## config.mk

```make
export PLATFORM = sky130hd
export DESIGN_NAME = serial_adder_ctrl
export DESIGN_NICKNAME = d
export VERILOG_FILES = /design/src/rtl/serial_add_pkg.sv /design/src/rtl/serial_fa_cell.sv /design/src/rtl/serial_adder_ctrl.sv
export SDC_FILE = /design/constraint.sdc
export NUM_CORES = 1
export LEC_CHECK = 0
export BUFFER_PORTS_ARGS = -buffer_cell sky130_fd_sc_hd__buf_2
export CAP_MARGIN = 10
export CORE_ASPECT_RATIO = 1.75
export CORE_UTILIZATION = 48
export DETAILED_ROUTE_END_ITERATION = 12
export PLACE_DENSITY = 0.71
export SETUP_SLACK_MARGIN = 0.15
export SLEW_MARGIN = 10
export SYNTH_ARGS = -nofsm -noshare
export SYNTH_HDL_FRONTEND = slang
export SYNTH_SLANG_ARGS = --single-unit
```

## constraint.sdc

```tcl
create_clock -name clk -period 1.6 [get_ports clk]
set_clock_uncertainty 0.2 [all_clocks]
set_input_delay 0.16 -clock clk [delete_from_list [all_inputs] [get_ports clk]]
set_output_delay 0.16 -clock clk [all_outputs]
set_load 0.05 [all_outputs]
```

## src/rtl/serial_add_pkg.sv

```systemverilog
// Shared types and constants for the bit-serial adder.
// Holds the FSM state encoding, default width and counter sizing.
package serial_add_pkg;

  typedef enum logic [1:0] {
    IDLE  = 2'd0,
    SHIFT = 2'd1,
    DONE  = 2'd2
  } state_e;

  localparam int WIDTH_DEF = 8;

  // Bits needed to count 0 .. w-1; never below one bit.
  function automatic int cnt_width(input int w);
    int r;
    r = $clog2(w);
    if (r < 1) r = 1;
    return r;
  endfunction

endpackage

```

## src/rtl/serial_fa_cell.sv

```systemverilog
// Combinational full adder made of two half-adder stages.
// Ports: x, y, ci in; s sum, co carry out.
module serial_fa_cell (
  input  logic x,
  input  logic y,
  input  logic ci,
  output logic s,
  output logic co
);

  logic p1;
  logic g1;
  logic g2;

  // first half adder: x + y
  assign p1 = x ^ y;
  assign g1 = x & y;

  // second half adder: partial sum + ci
  assign s  = p1 ^ ci;
  assign g2 = p1 & ci;

  assign co = g1 | g2;

endmodule

```

## src/rtl/serial_adder_ctrl.sv

```systemverilog
// Bit-serial adder: adds a + b + cin LSB-first over WIDTH clocks.
// Ports: clk, rst_n, start, a, b, cin in; busy, done, sum, cout out.
module serial_adder_ctrl
  import serial_add_pkg::*;
#(
  parameter int WIDTH = WIDTH_DEF
) (
  input  logic             clk,
  input  logic             rst_n,
  input  logic             start,
  input  logic [WIDTH-1:0] a,
  input  logic [WIDTH-1:0] b,
  input  logic             cin,
  output logic             busy,
  output logic             done,
  output logic [WIDTH-1:0] sum,
  output logic             cout
);

  localparam int CW    = cnt_width(WIDTH);
  localparam int ACC_W = WIDTH - 1;
  localparam logic [CW-1:0] LAST = CW'(WIDTH - 1);

  state_e state_q;
  state_e state_d;

  logic [WIDTH-1:0] a_q;
  logic [WIDTH-1:0] a_d;
  logic [WIDTH-1:0] b_q;
  logic [WIDTH-1:0] b_d;
  logic             carry_q;
  logic             carry_d;
  // Holds the first WIDTH-1 sum bits; the last
  // bit joins them straight into sum at the end.
  logic [ACC_W-1:0] acc_q;
  logic [ACC_W-1:0] acc_d;
  logic [CW-1:0]    cnt_q;
  logic [CW-1:0]    cnt_d;
  logic [WIDTH-1:0] sum_q;
  logic [WIDTH-1:0] sum_d;
  logic             cout_q;
  logic             cout_d;

  logic fa_s;
  logic fa_co;
  logic last;

  serial_fa_cell u_fa (
    .x  (a_q[0]),
    .y  (b_q[0]),
    .ci (carry_q),
    .s  (fa_s),
    .co (fa_co)
  );

  assign last = (cnt_q == LAST);

  // state register
  always_ff @(posedge clk) begin
    if (!rst_n) begin
      state_q <= IDLE;
    end else begin
      state_q <= state_d;
    end
  end

  // next-state logic
  always_comb begin
    state_d = state_q;
    unique case (state_q)
      IDLE:    if (start) state_d = SHIFT;
      SHIFT:   if (last) state_d = DONE;
      DONE:    state_d = IDLE;
      default: state_d = IDLE;
    endcase
  end

  // outputs
  always_comb begin
    busy = 1'b0;
    done = 1'b0;
    unique case (state_q)
      SHIFT:   busy = 1'b1;
      DONE:    done = 1'b1;
      default: ;
    endcase
  end

  // datapath next-state
  always_comb begin
    a_d     = a_q;
    b_d     = b_q;
    carry_d = carry_q;
    acc_d   = acc_q;
    cnt_d   = cnt_q;
    sum_d   = sum_q;
    cout_d  = cout_q;
    unique case (state_q)
      IDLE: begin
        if (start) begin
          a_d     = a;
          b_d     = b;
          carry_d = cin;
          acc_d   = '0;
          cnt_d   = '0;
        end
      end
      SHIFT: begin
        a_d     = a_q >> 1;
        b_d     = b_q >> 1;
        carry_d = fa_co;
        acc_d   = (acc_q >> 1)
                | (ACC_W'(fa_s) << (ACC_W - 1));
        cnt_d   = cnt_q + CW'(1);
        if (last) begin
          sum_d  = {fa_s, acc_q};
          cout_d = fa_co;
        end
      end
      default: ;
    endcase
  end

  // datapath registers
  always_ff @(posedge clk) begin
    if (!rst_n) begin
      a_q     <= '0;
      b_q     <= '0;
      carry_q <= 1'b0;
      acc_q   <= '0;
      cnt_q   <= '0;
      sum_q   <= '0;
      cout_q  <= 1'b0;
    end else begin
      a_q     <= a_d;
      b_q     <= b_d;
      carry_q <= carry_d;
      acc_q   <= acc_d;
      cnt_q   <= cnt_d;
      sum_q   <= sum_d;
      cout_q  <= cout_d;
    end
  end

  assign sum  = sum_q;
  assign cout = cout_q;

endmodule

```

### Word-level counts from Yosys, hierarchy flattened

Index checks and enable logic that the tools add are counted.

| word-level totals | value |
|---|---|
| word-level logic and storage cells | 40 |
| output and inout port bits | 11 |
| bits in registers | 38 |
| bits of input ports | 20 |

| operators by class | value |
|---|---|
| bitwise gates (word level) | 6 |
| reduce and logical (&&, ||, !) cells | 5 |
| mux-type cells | 15 |
| eq/ne operators | 5 |
| $add $sub $neg | 1 |

Operator list:

| cell | number |
|---|---|
| 8-bit one-hot mux with 2 select lines | 2 |
| 8-bit 2-to-1 mux | 2 |
| 7-bit one-hot mux with 2 select lines | 1 |
| 7-bit 2-to-1 mux | 1 |
| 6-bit by 7-bit bitwise OR with 7-bit output | 1 |
| 3-bit one-hot mux with 2 select lines | 1 |
| 2-bit AND reduction | 3 |
| 2-bit 2-to-1 mux | 2 |
| 2-bit inequality test (second input constant) | 2 |
| 2-bit one-hot mux with 2 select lines | 1 |
| 3-bit by 1-bit adder with 3-bit output (second input constant) | 1 |
| 3-bit equality test (second input constant) | 1 |
| 1-bit 2-to-1 mux | 3 |
| 3-bit 2-to-1 mux | 1 |
| 1-bit bitwise AND | 2 |
| 2-bit by 1-bit equality test with 1-bit output (second input constant) | 1 |
| 2-bit equality test (second input constant) | 1 |
| 2-bit logical NOT | 1 |
| 1-bit one-hot mux with 2 select lines | 1 |
| 2-bit nonzero test | 1 |
| 1-bit bitwise XOR | 2 |
| 1-bit bitwise OR | 1 |

### Logic depth before layout (Yosys ltp)

| logic depth | value |
|---|---|
| depth in word-level cells | 4 |
| depth in mapped cells | 6 |

### Modules after synthesis

Synthesis repeated with hierarchy kept, for this count alone.

| unflattened totals | value |
|---|---|
| cells, all modules | 166 |
| area total of the unflattened synthesis | 1650.3 um^2 |

By module, submodules not included:

| module | instances | cells each | area each (um^2) |
|---|---|---|---|
| serial_adder_ctrl | 1 | 165 | 1630.3 |
| serial_fa_cell | 1 | 1 | 20.0 |

### Worst setup path before layout

Ideal clock, no wire load.

| timing | value |
|---|---|
| path type | register -> output |
| start | register state_q[0] |
| end | output done |
| slack | -97 ps |
| arrival | 1337 ps |
| data required time | 1240 ps |
| cell stages (with the launch flop) | 4 |
| path through | dfxtp_1 > buf_6 > buf_8 > nor2b_1 |

| between the ends | value |
|---|---|
| word-level cells in the longest chain between the ends | 2 |

RTL lines:

| element | RTL line | source |
|---|---|---|
| start, declared | serial_adder_ctrl.sv:24 | `state_e state_q;` |
| start signal, assigned | serial_adder_ctrl.sv:63 | `state_q <= state_d;` |
| 2-bit equality test | serial_adder_ctrl.sv:82 | `unique case (state_q)` |
| 1-bit 2-to-1 mux | serial_adder_ctrl.sv:82 |  |
| end, declared | serial_adder_ctrl.sv:15 | `output logic done,` |

No other way between the ends.

### Worst setup path after layout

| timing | value |
|---|---|
| start | register state_q[1] |
| end | output done |

Same word-level chain as after synthesis.

==> metrics list <==
- The worst hold path terminates at a_q[5]$_SDFFE_PN0P_.
- Measured in cells, the most critical reg-to-reg path has a length of 4.
* Count of final hold-check violations: 2
* Type of element capturing the critical path: output port
- Buffer and inverter count on the worst path: 2
- Diodes inserted: 0
* Adder and majority gate portion of the synthesized area: under 10%
- In this run the tool buffered the top-level ports with 30 buffer cells.
* Area delta synth->final: 33.9%
- Time the final worst path needs with I/O delays and setup: 1.43 ns
* Number of nets still failing antenna checks after routing: 0
- Placed wire-length estimate: ~2.1 mm
* Hold_sp: a[5]
* Count of distinct cell types in the synthesized netlist: 27
- Class of the most critical setup path: register to output port
* Layout fillers: 222
* Startpoint class of the critical path: register
- Clk slew on worst S/H paths: around 0.070 ns
* Wire length per cell after detailed routing: 12.7 µm
- Critical Path RT: approximately 1.2 ns
* Min Hold Slack: -0.00391 ns
- After floorplanning, the core was divided into 26 placement rows.
- Total wirelength of the detailed-routed design: around 3.1 mm
* CTS Buffer Depth: 2
- At the placement stage, the worst setup path has a slack of 0.128 ns.
- Walking the worst path, the cells encountered are buf_6 > nor2b_4 > buf_6.
- Die H: 76.6 µm
- Overall power consumption after layout is estimated at roughly 2200 µW.
* Compound-Gate Fraction of Synth Area: between 10% and 20%
- The Yosys step of the flow raised 0 warnings.
- Once routing completed, OpenROAD measured the worst setup slack at 0.175 ns.
* Worst supply voltage drop on vdd: roughly 1.3 mV
- For this run the aggregate overflow at the end of global routing stands at 0.
- Std-Cell Core Area: just under 0.003 mm²
* Wire length of the first global-routing pass: 5.15 mm
* Final weighted congestion in routability-driven placement: about 0.73
* Number of synthesized register bits: 38
- Gate count after technology mapping: 161
- Setup repair after global routing could not meet its margin everywhere.
- Classification of the worst-slack hold path: input pin to register
* Number of global-route vias before repair: between 1,000 and 1,500
- The cell family contributing the most delay on the critical path is flip-flops.
* Pwr per Cell Area: 1100 mW/mm²
* Part of the cycle the worst path needs: roughly nine tenths
- Max-slew headroom: ~64%
- Number of levels in the clock H-tree: 2
- Final max-slew violation count: 0
- The number of clock buffers added by TritonCTS is 5.
* Mux share of post-synthesis cell area: under 10%
- Antenna violations before repair: 0
* Xor/xnor cell area share of the yosys netlist: 0%
* Standard cell with the maximum stage delay on the critical path: sky130_fd_sc_hd__dfxtp_4
* Critical path's largest stage delay: 0.38 ns
* Worst Setup SP: state_q[1]$_SDFFE_PN0P_
* Arrival time of the worst setup path: 1.07 ns
- Fraction of final layout cells sized beyond drive strength 1: around a third
- CTS tree: yes
* Critical Path Most Common Cell: sky130_fd_sc_hd__buf_6
* Number of top-level pins: 31
- The cell area that synthesis handed to floorplanning was around 0.0015 mm².
* # clock sinks: 38
* Insertion delay of the later-clocked pin in the worst-skew pair: approximately 0.30 ns
- Global routing used between 20% and 30% of the available tracks.
* Total Die Area: ~0.0034 mm²
- Post-synthesis simple-gate area fraction: between 15 and 20%
- The share of the Yosys chip area taken by registers is between 40% and 50%.
- Fmax: about 700 MHz
- The flow ran to the end, but the final reports show violations.
* Final routed DRC violation total: 0
- Max_cap viols: 0
* Hold Crit Depth: 3
- Fin Setup TNS: 0 ns
* Die Width: 44.6 µm
* Largest fanout on the critical path: 5
- The pre-antenna-repair detailed-routing pass consisted of 4 iterations.
- Net count, final: around 230
* Combinational family with the most area after synthesis: compound AO/OA/AOI/OAI gates
- In this run the static leakage power is slightly below 0.0009 µW.
- Setup violations remaining at the end of the flow were counted as 0.
* Avg Vias per Cell: between 5 and 6
* Clock root cell: sky130_fd_sc_hd__clkbuf_8
* Largest net degree at the start of global routing: 26
- The worst register-to-register path begins at state_q[1]$_SDFFE_PN0P_.
- Slew at the pin closest to its max-slew limit: ~0.54 ns
* Leading cell types in the layout, fill and taps excluded: 34 x sky130_fd_sc_hd__dfxtp_1, 28 x sky130_fd_sc_hd__buf_2, 17 x sky130_fd_sc_hd__nor2_1
- In this run the critical register-to-register path is captured at a_q[5]$_SDFFE_PN0P_.
- Cells fill 69.1% of the core in the end.
- Initial Utilization: around half
* Post-Syn Area per Cell: between 9 and 10 µm²
- R2r setup slk: ~0.22 ns
* Failing checks: hold timing
- Most common library cell in the layout ignoring fill and taps: sky130_fd_sc_hd__dfxtp_1
- In this run, the number of DRC markers left after iteration 0 of detailed routing was 60.
- Net count after synthesis: about 180
* Total vias in the final route: ~1,300
[logic make-up after synthesis]
| logic type | count (synthesis) |
|---|---|
| multiplexers | 14 |
| AO/OA/AOI/OAI | 39 |
| buffers and inverters | 16 |
| flip-flops | 38 |
| AND/OR/NAND/NOR | 51 |
| adder cells (fa/ha/maj) | 3 |
[cells in the mapped netlist, drive strengths merged]
master   n  share of area [%]
nand2b   1               0.41
fa       1                1.3
a21oi    2               0.66
o21ai   13                4.3
o22ai    9                3.7
inv      3               0.74
nor4b    2                1.1
nor3     2               0.66
nor2    17                4.2
dfxtp   38                 50
nand2   16                3.9
a211oi  14                7.2
nand3b   1                1.3
ha       2                1.6
nand3   11                3.6
o21ba    1               0.66
mux2i   14                9.2
clkbuf   1               0.25
nor2b    1               0.41
buf     12                4.9
[final cells by class]
class,instances,area [µm²],share of cell area [%]
Sequential cell,38,771,37.7
Multi-Input combinational cell,108,726,35.5
Timing Repair Buffer,48,339,16.6
Clock buffer,6,82.6,4.04
Clock inverter,2,60.1,2.94
Tap cell,42,52.6,2.57
Inverter,3,13.8,0.673
[what timing repair did]
action                                 CTS  global route
pin swaps                                1             1
setup buffers                            1             5
setup endpoints to repair               11            12
hold buffers                             4             0
endpoints found under the hold margin    3             0
gates cloned                             0             1
gates resized for setup                  9            13
[through the flow]
| step | instances | instance area [µm²] | hold WS, ns |
|---|---|---|---|
| after floorplan | 161 | 1530 | 0.110 |
| after global placement | 228 | 1730 | 0.221 |
| after detailed placement | 228 | 1730 | 0.227 |
| after CTS | 241 | 1940 | 0.00478 |
| after global routing | 247 | 2040 | -0.000439 |
| final | 247 | 2040 | -0.00391 |
[state kept, by name, indices dropped and copies added, names as in the netlist]
register and count:
a_q 8, b_q 8, sum 8, acc_q 7, cnt_q 3, state_q 2, carry_q 1, cout 1
[worst reg2reg max path: cells and delay by family (launching register included)]
| kind | cells | cell delay (ns) |
|---|---|---|
| AOI/OAI and AO/OA | 3 | 0.56 |
| buffers and inverters | 1 | 0.17 |
| DFF | 1 | 0.37 |
[per-layer routing]
layer	up-vias	track usage (%)	wire, µm
met1	592	21.6	1270
met5	-	0	0
met2	26	34.3	1690
li1	659	-	-
met3	6	6.40	114
met4	0	8.79	57
[worst max-delay path by stage]
stage	slack, ns	to	depth (start not counted)
floorplan	0.16	sum[0]$_SDFFE_PN0P_	6
global placement	0.22	sum[0]$_SDFFE_PN0P_	5
detailed placement	0.13	sum[2]$_SDFFE_PN0P_	5
CTS	0.14	sum[7]$_SDFFE_PN0P_	5
global route	0.14	carry_q$_SDFFE_PN0P_	3
finish	0.17	done	3
[power breakdown]
| group | switching (µW) | total [µW] | internal [µW] | leakage [µW] |
|---|---|---|---|---|
| sequential | 26.2 | 1010 | 989 | 0.000313 |
| clock | 332 | 997 | 665 | 0.0000714 |
| combinational | 121 | 237 | 116 | 0.000509 |
| total | 480 | 2250 | 1770 | 0.000894 |
(Power assumes the default switching activity.)
